### config.mk
export PLATFORM = sky130hd
export DESIGN_NAME = vga_pixel_apb_master
export DESIGN_NICKNAME = d
export VERILOG_FILES = /design/src/rtl/vga_pixel_apb_master.sv
export SDC_FILE = /design/constraint.sdc
export NUM_CORES = 1
export LEC_CHECK = 0
export ABC_CLOCK_PERIOD_IN_PS = 4440
export CAP_MARGIN = 25
export CELL_PAD_IN_SITES_DETAIL_PLACEMENT = 0
export CELL_PAD_IN_SITES_GLOBAL_PLACEMENT = 1
export CORE_AREA = 2 2 112 114
export CTS_CLUSTER_SIZE = 16
export DETAILED_ROUTE_END_ITERATION = 7
export DIE_AREA = 0 0 114 116
export GPL_TIMING_DRIVEN = 0
export HOLD_SLACK_MARGIN = 0.06
export PLACE_DENSITY = 0.87
export SETUP_SLACK_MARGIN = 0.02
export SYNTH_ARGS = -nofsm -noshare
export SYNTH_HDL_FRONTEND = slang
export SYNTH_SLANG_ARGS = --single-unit
### constraint.sdc
create_clock -name clock -period 4.44 [get_ports clock]
set_input_delay 0.888 -clock clock [delete_from_list [all_inputs] [get_ports clock]]
set_output_delay 0.888 -clock clock [all_outputs]
set_load 0.02 [all_outputs]
### src/rtl/vga_pixel_apb_master.sv
// vga_pixel_apb_master: buffers RGB pixels and writes them to a linear framebuffer over APB; define VGA_PIXEL_FIFO_EN for a 4-entry buffer instead of a single holding register
module vga_pixel_apb_master #(
  parameter logic [31:0] BASE_ADDR = 32'h2100_0000,
  parameter int H_RES = 640,
  parameter int V_RES = 480
) (
  input  logic        clock,
  input  logic        reset,
  input  logic        s_valid,
  output logic        s_ready,
  input  logic [23:0] s_data,
  input  logic        s_sof,
  output logic [31:0] out_paddr,
  output logic        out_psel,
  output logic        out_penable,
  output logic        out_pwrite,
  output logic [31:0] out_pwdata,
  output logic [3:0]  out_pstrb,
  output logic [2:0]  out_pprot,
  input  logic        out_pready,
  input  logic [31:0] out_prdata,
  input  logic        out_pslverr,
  output logic        frame_done,
  output logic        err,
  output logic        busy
);
  localparam logic [18:0] LAST_IDX = 19'(H_RES * V_RES - 1);
  typedef enum logic [1:0] {IDLE, SETUP, ACCESS} state_t;
  state_t state;
  logic push, pop, empty, full, more, head_sof, last;
  logic [23:0] head_data;
  logic [18:0] idx, tidx;
  logic [31:0] addr;
  logic unused_prdata;
  assign unused_prdata = ^out_prdata;
  assign push = s_valid & s_ready;
  assign pop = (state == ACCESS) & out_pready;
  assign s_ready = ~reset & ~full;
  assign busy = ~empty;
`ifdef VGA_PIXEL_FIFO_EN
  logic [24:0] mem [4];
  logic [1:0] wr_ptr, rd_ptr;
  logic [2:0] count, count_next;
  assign count_next = count + {2'b0, push} - {2'b0, pop};
  assign empty = count == 3'd0;
  assign full = count == 3'd4;
  assign more = count_next != 3'd0;
  assign {head_sof, head_data} = mem[rd_ptr];
  // pixel storage, each entry tagged with its start-of-frame bit
  always_ff @(posedge clock)
    if (push) mem[wr_ptr] <= {s_sof, s_data};
  // circular pointers and occupancy
  always_ff @(posedge clock) begin
    if (reset) begin
      wr_ptr <= '0;
      rd_ptr <= '0;
      count <= '0;
    end else begin
      wr_ptr <= wr_ptr + {1'b0, push};
      rd_ptr <= rd_ptr + {1'b0, pop};
      count <= count_next;
    end
  end
`else
  logic [24:0] hold;
  logic valid;
  assign empty = ~valid;
  assign full = valid;
  assign more = push | (valid & ~pop);
  assign {head_sof, head_data} = hold;
  // single pixel holding register
  always_ff @(posedge clock)
    if (push) hold <= {s_sof, s_data};
  // occupancy of the holding register
  always_ff @(posedge clock)
    valid <= reset ? 1'b0 : more;
`endif
  // a start-of-frame pixel restarts addressing at the framebuffer base
  assign tidx = head_sof ? '0 : idx;
  assign last = tidx == LAST_IDX;
  assign out_paddr = out_psel ? (head_sof ? BASE_ADDR : addr) : '0;
  assign out_pwdata = out_psel ? {8'h00, head_data} : '0;
  assign out_pstrb = out_psel ? 4'hF : 4'h0;
  assign out_pwrite = out_psel;
  assign out_pprot = 3'b000;
  // APB phase sequencing, running pixel index/address and status flags
  always_ff @(posedge clock) begin
    if (reset) begin
      state <= IDLE;
      out_psel <= 1'b0;
      out_penable <= 1'b0;
      idx <= '0;
      addr <= BASE_ADDR;
      frame_done <= 1'b0;
      err <= 1'b0;
    end else begin
      frame_done <= pop & last;
      unique case (state)
        IDLE: if (more) begin
          state <= SETUP;
          out_psel <= 1'b1;
        end
        SETUP: begin
          state <= ACCESS;
          out_penable <= 1'b1;
        end
        ACCESS: if (out_pready) begin
          state <= more ? SETUP : IDLE;
          out_psel <= more;
          out_penable <= 1'b0;
          idx <= last ? '0 : tidx + 19'd1;
          addr <= last ? BASE_ADDR : (head_sof ? BASE_ADDR : addr) + 32'd4;
          err <= err | out_pslverr;
        end
        default: state <= IDLE;
      endcase
    end
  end
endmodule
==> results by group, run 1 <==
Clock network
  – TritonCTS clock tree: yes
  – Total CTS buffers: 9
  – Clock sink count: 83
  – Worst skew pair latency: 0.34 ns
  – CTS H-tree lvls: 3
  – Cts hold-fix bufs: 0
  – Clock slew at reported path FFs: approximately 0.060 ns
  – Setup bufs post-CTS: 0
  – Longest Clk Path Bufs: 2
  – Post-CTS Resized: 0
  – Clk root buf: clkbuf_16

Power
  – P per Cell Area: 332.1 mW/mm^2
  – Static Leak: 2.086 nW
  – Pwr Total: about 2.0 mW
  – Worst VDD drop: 0.1254 mV

Worst setup path
  – Kind of end point of the critical path: flop
  – Crit path buffers/inverters: 4
  – Critical path type: flop to flop
  – Crit-path most repeated cell: buf_2
  – Worst path max stage delay: 0.65 ns
  – Critical path peak fanout: 10
  – Worst path cell trace: buf_2, buf_1, clkbuf_1, nor2b_1, ha_1, nand4_1, nor4_4, a211oi_2, buf_2, a21oi_1, mux2i_1
  – CP startpoint kind: flop
  – Critical path's slowest cell: a211oi_2
  – Reg2Reg Setup Slack: 0.42 ns
  – Crit path DAT: 4.29 ns
  – Worst EP required: 4.71 ns
  – Critical path's top delay family: buffers and inverters

Route
  – Final wirelength: 11.51 mm
  – First-pass iteration count of the detailed router: 5
  – Initial drt markers: around 230
  – Vias post-DR: roughly 4000
  – Drt wl/cell: 15.33 um
  – Antenna viol nets, final: 0
  – Vias/cell: between 5 and 6
  – Residual DRC count: 0

STA
  – Hold Vio Cnt, Final: 0
  – RSZ-0062 raised after global routing: false
  – Fin Setup TNS: 0 ns
  – Worst slew margin: 43.40%
  – Final Hold Slack: 0.4704 ns
  – Slew @ Worst Pin: 0.8420 ns
  – Fin. max-slew vios: 0
  – Setup-failing EPs final: 0
  – Min Clock Period, post-route: ~4.0 ns
  – Achievable frequency: 248.6 MHz
  – Tcrit/Tclk final: 90.60%
  – Clock Skew: between 0.004 and 0.005 ns

Yosys
  – Top-area cell type share of the netlist area: 26.84%
  – Synth Cell Area: 0.004327 mm^2
  – Top post-synthesis cells by area: dfxtp_1 (27%), edfxtp_1 (17%), and2_1 (8.8%), a21oi_1 (4.7%), mux2i_1 (3.9%)
  – Asr flop ratio synth: 0%
  – Post-Syn Area per Cell: 8.995 um^2
  – Distinct cells, synth: 53
  – EDFF count, synth: 25
  – Yosys reg bits: 83
  – Ys Warns: 0
  – Synthesized instance count: 481
  – Ys flop type: dfxtp_1
  – Yosys top cell by area: dfxtp_1
  – Register area share after synthesis: 44.19%

Global route
  – Vias in the first global route: 3593
  – Total Routing Usage GR: 17.51%
  – GRT overflow: 0
  – Initial antenna violation count: 0
  – First-pass GRT wire length: 18.02 mm
  – Pin count of the biggest net entering global routing: 26

Die
  – Initial core utilization: 36.32%
  – Die Span X: 114 um
  – Die H: 116 um
  – Std cell rows: 40
  – Die footprint: 0.01322 mm^2
  – I/O pin cnt: 140
  – Core Region: around 0.012 mm^2

Cells and area
  – Fillcell total: 1120
  – Most frequent cells in the layout: clkdlybuf4s50_1 (96), and2_1 (61), dfxtp_1 (58)
  – Final nets: 663
  – Final Util: 49.56%
  – Layout cells sized above 1: 8.113%
  – Commonest non-fill, non-tap cell in the layout: clkdlybuf4s50_1
  – Synthesis-to-finish area growth: 36.44%
  – Antenna Cells: 0
  – Cell area after layout: 0.005903 mm^2

Place
  – Final RePlAce weighted congestion: around 0.83
  – PortBufs: 96
  – Cell area after placement: 0.005509 mm^2
  – Final HPWL DP: 8.229 mm

Min path
  – Min-delay worst type: flop to flop

Status
  – Status: finished clean

Flow run
  – Max-Cap Viols: 0
## metrics by stage
stage          cells  setup slack (ns)
5_1_grt          751            0.1797
6_report         751            0.4172
3_5_place_dp     734            0.5492
4_1_cts          750            0.4388
3_3_place_gp     734            0.5876
2_1_floorplan    491             1.799
## power by group
| group | switching, mW | internal, mW |
|---|---|---|
| Sequential | 0.0133 | 0.796 |
| Clock | 0.309 | 0.609 |
| Combinational | 0.119 | 0.114 |
## cells by family (layout without fill, tap and decap cells)
kind of cell	count (synthesis)	in the layout	share of synthesized area [%]
flip-flops	83	83	44.19
AO/OA/AOI/OAI	93	93	13.16
XOR/XNOR	4	4	0.8096
other	1	11	0.08667
AND/OR/NAND/NOR	225	225	30.77
buffers and inverters	56	169	6.478
multiplexers	17	17	3.933
adder cells (fa/ha/maj)	2	2	0.5783
## cells in the mapped netlist, types with 6 or more instances
library cell and count:
clkbuf_1 15, nand4_1 20, inv_1 15, nor2b_1 6
buf_2 8, dfxtp_1 58, a21oi_1 41, a31oi_1 7
nand3_1 30, mux2i_1 17, nor2_1 24, and2_1 61
o21ai_0 15, edfxtp_1 25, buf_4 16, nand3b_1 11
nand2_1 36, a21o_1 6
## sequential cells by signal, indices dropped and copies added (netlist names)
name and cells:
busy 1, err 1, hold 25, out_penable 1, addr 32, idx 19
state 2, frame_done 1, out_psel 1
## per-layer routing
layer | global-route usage (%) | up-vias | part of all wire [%]
met2 | 29.25 | 169 | 46
li1 | - | 1934 | -
met1 | 21.53 | 1843 | 44
met5 | 0 | - | 0
met3 | 4.498 | 17 | 8.3
met4 | 7.480 | 0 | 1.7
## worst min-delay path: cells and delay by family, from the launching register on
family	cells	cell delay, ns
simple gates	1	0.05
flops	1	0.32
compound gates	1	0.05
## area by class of cell
cell class / instances / area (um^2) / share of cell area [%]
multi-input combinational: 352 / 2172 / 36.80
sequential: 83 / 1912 / 32.39
timing repair buffer: 97 / 988.4 / 16.74
clock buffer: 10 / 229.0 / 3.879
buffer: 41 / 224.0 / 3.794
tap: 147 / 183.9 / 3.116
clock inverter: 6 / 137.6 / 2.331
inverter: 15 / 56.30 / 0.9538
## path summary, 6_finish.rpt
check / startpoint / end / cells past startpoint
setup / recovery: hold[24] / addr[18] / 11
hold / removal: idx[0] / idx[0] / 2
setup reg to reg: hold[24] / addr[18] / 11
hold reg to reg: idx[0] / idx[0] / 2
No activity file was read; power rests on OpenSTA's default activity.
==> run 2: changes to the inputs <==
- SLEW_MARGIN: not set -> 25
==> results by group, run 2 (synthesis results as in run 1) <==
Status
  – Status: finished clean (unchanged)

Die
  – Die H: 116 um (unchanged)
  – Core Region: 0.01191 mm^2 (unchanged)
  – Die Span X: 114 um (unchanged)
  – Initial core utilization: 36.32% (unchanged)
  – I/O pin cnt: 140 (unchanged)
  – Std cell rows: 40 (unchanged)
  – Die footprint: 0.01322 mm^2 (unchanged)

Power
  – Comb power frac: 11.8% (was 11.9%)
  – Worst VDD drop: 0.1254 mV (about the same)
  – P_sw: 0.4413 mW (was 0.4418 mW)
  – P per Cell Area: 333.1 mW/mm^2 (was 332.1 mW/mm^2)
  – Clk pwr share: 46.9% (was 46.8%)
  – Sw Ratio: 22.54% (about the same)
  – Part of the power in registers: 41.4% (was 41.3%)
  – Static Leak: 2.075 nW (was 2.086 nW)
  – P_int: 1.516 mW (was 1.519 mW)

STA
  – Fin. max-slew vios: 0 (unchanged)
  – Tcrit/Tclk final: 91.00% (was 90.60%)
  – Worst slew margin: 43.24% (was 43.40%)
  – Slew @ Worst Pin: 0.8444 ns (was 0.8420 ns)
  – Achievable frequency: 247.5 MHz (was 248.6 MHz)
  – Hold Vio Cnt, Final: 0 (unchanged)
  – Fin Setup TNS: 0 ns (unchanged)
  – RSZ-0062 raised after global routing: false (unchanged)
  – Min Clock Period, post-route: 4.040 ns (was 4.023 ns)
  – Setup-failing EPs final: 0 (unchanged)
  – Clock Skew: 0.003769 ns (was 0.004987 ns)

Min path
  – Hold endpoint: addr[0] (was idx[0])
  – Min-delay worst type: flop to flop (unchanged)
  – Hold path depth: 1 (was 2)
  – Worst Hold Launch: addr[0] (was idx[0])

Clock network
  – Post-CTS Resized: 0 (unchanged)
  – Total CTS buffers: 9 (unchanged)
  – Clock sink count: 83 (unchanged)
  – Clock slew at reported path FFs: 0.06 ns (about the same)
  – Worst skew pair latency: 0.34 ns (about the same)
  – CTS H-tree lvls: 3 (unchanged)
  – TritonCTS clock tree: yes (unchanged)
  – Longest Clk Path Bufs: 2 (unchanged)
  – Cts hold-fix bufs: 0 (unchanged)
  – Setup bufs post-CTS: 0 (unchanged)
  – Clk root buf: clkbuf_16 (unchanged)

Global route
  – GRT overflow: 0 (unchanged)
  – Total Routing Usage GR: 17.51% (unchanged)
  – Vias in the first global route: 3593 (unchanged)
  – Initial antenna violation count: 0 (unchanged)
  – Pin count of the biggest net entering global routing: 26 (unchanged)
  – First-pass GRT wire length: 18.02 mm (unchanged)

Worst setup path
  – Critical path type: flop to flop (unchanged)
  – R2R cell count: 11 (unchanged)
  – Reg2Reg Setup Slack: 0.40 ns (was 0.42 ns)
  – Worst reg2reg path endpoint: addr[18] (unchanged)
  – Kind of end point of the critical path: flop (unchanged)
  – Worst EP required: 4.71 ns (about the same)
  – CP startpoint kind: flop (unchanged)
  – Crit path DAT: 4.31 ns (was 4.29 ns)
  – Critical R2R Launch: hold[24] (unchanged)
  – Critical path peak fanout: 10 (unchanged)

Place
  – Final RePlAce weighted congestion: 0.8343 (unchanged)
  – Cell area after placement: 0.005509 mm^2 (unchanged)
  – PortBufs: 96 (unchanged)
  – Final HPWL DP: 8.229 mm (unchanged)

Cells and area
  – Register with the most flip-flops: addr (unchanged)
  – Max reg flops: 32 (unchanged)
  – Antenna Cells: 0 (unchanged)
  – Fillcell total: 1122 (was 1120)
  – Largest registers: addr: 32 flops, hold: 25 flops, idx: 19 flops (unchanged)
  – Final nets: 662 (was 663)
  – Synthesis-to-finish area growth: 35.83% (was 36.44%)
  – Layout cells sized above 1: 8.126% (was 8.113%)
  – Cell area after layout: 0.005877 mm^2 (was 0.005903 mm^2)
  – Commonest non-fill, non-tap cell in the layout: clkdlybuf4s50_1 (unchanged)
  – Most frequent cells in the layout: clkdlybuf4s50_1 (96), and2_1 (60), dfxtp_1 (58) (was clkdlybuf4s50_1 (96), and2_1 (61), dfxtp_1 (58))

Route
  – First-pass iteration count of the detailed router: 5 (unchanged)
  – Drt wl/cell: 15.34 um (was 15.33 um)
  – Antenna viol nets, final: 0 (unchanged)
  – Vias/cell: 5.293 (was 5.277)
  – Residual DRC count: 0 (unchanged)
  – Vias post-DR: 3970 (was 3963)
  – Initial drt markers: 206 (was 229)
  – Final wirelength: 11.50 mm (was 11.51 mm)

Flow run
  – Max-Cap Viols: 0 (unchanged)
## run 2: cell types whose count changed in the layout (fill, tap and decap cells not counted), sizes merged
cell | before | now
buf | 27 | 26
## run 2: critical path, cell delays in order, from the launching register on
cell,delay [ns]
edfxtp_1,0.61
buf_2,0.33
buf_1,0.49
clkbuf_1,0.54
nor2b_1,0.11
ha_1,0.26
nand4_1,0.18
nor4_4,0.10
a211oi_2,0.66
buf_2,0.39
a21oi_1,0.11
mux2i_1,0.18
## run 2: cell type report
type | instances | area [um^2] | area share [%]
Clock inverter | 6 | 137.6 | 2.342
Multi-Input combinational cell | 352 | 2173 | 36.98
Timing Repair Buffer | 96 | 960.9 | 16.35
Inverter | 15 | 56.30 | 0.9581
Clock buffer | 10 | 229.0 | 3.896
Tap cell | 147 | 183.9 | 3.130
Sequential cell | 83 | 1912 | 32.53
Buffer | 41 | 224.0 | 3.811
## run 2: metal layers
layer	wire, um	GRT usage (%)	part of all wire, %
met5	0	0	0
met4	224	7.480	1.9
met3	975	4.498	8.5
met2	5274	29.25	46
met1	5029	21.53	44
## run 2: stage by stage
step | worst slack (ns) | cells | power [mW] | hold slack, ns | utilization [%]
CTS | 0.4388 | 750 | 1.977 | 0.4709 | 49.33
global placement | 0.5876 | 734 | 1.054 | 0.4537 | 46.25
finish | 0.3997 | 750 | 1.957 | 0.4704 | 49.34
floorplan | 1.799 | 491 | 0.9475 | 0.4403 | -
global route | 0.1797 | 750 | 2.029 | 0.4783 | 49.34
detailed placement | 0.5492 | 734 | 1.057 | 0.4628 | 46.25
## run 2: power by group through the flow
stage	clock network (mW)	logic [mW]	registers [mW]
after CTS	0.935	0.231	0.811
final	0.918	0.230	0.810
after floorplan	0	0.122	0.825
after global placement	0	0.227	0.826
after global routing	0.972	0.246	0.811
after detailed placement	0	0.230	0.827
## run 2: how the worst max path moves through the flow
| stage | end | from |
|---|---|---|
| 2_1_floorplan | idx[18] | hold[24] |
| 3_5_place_dp | addr[18] | hold[24] |
| 6_report | addr[18] | hold[24] |
| 4_1_cts | out_paddr[29] | hold[24] |
| 3_3_place_gp | idx[18] | hold[24] |
| 5_1_grt | addr[18] | hold[24] |
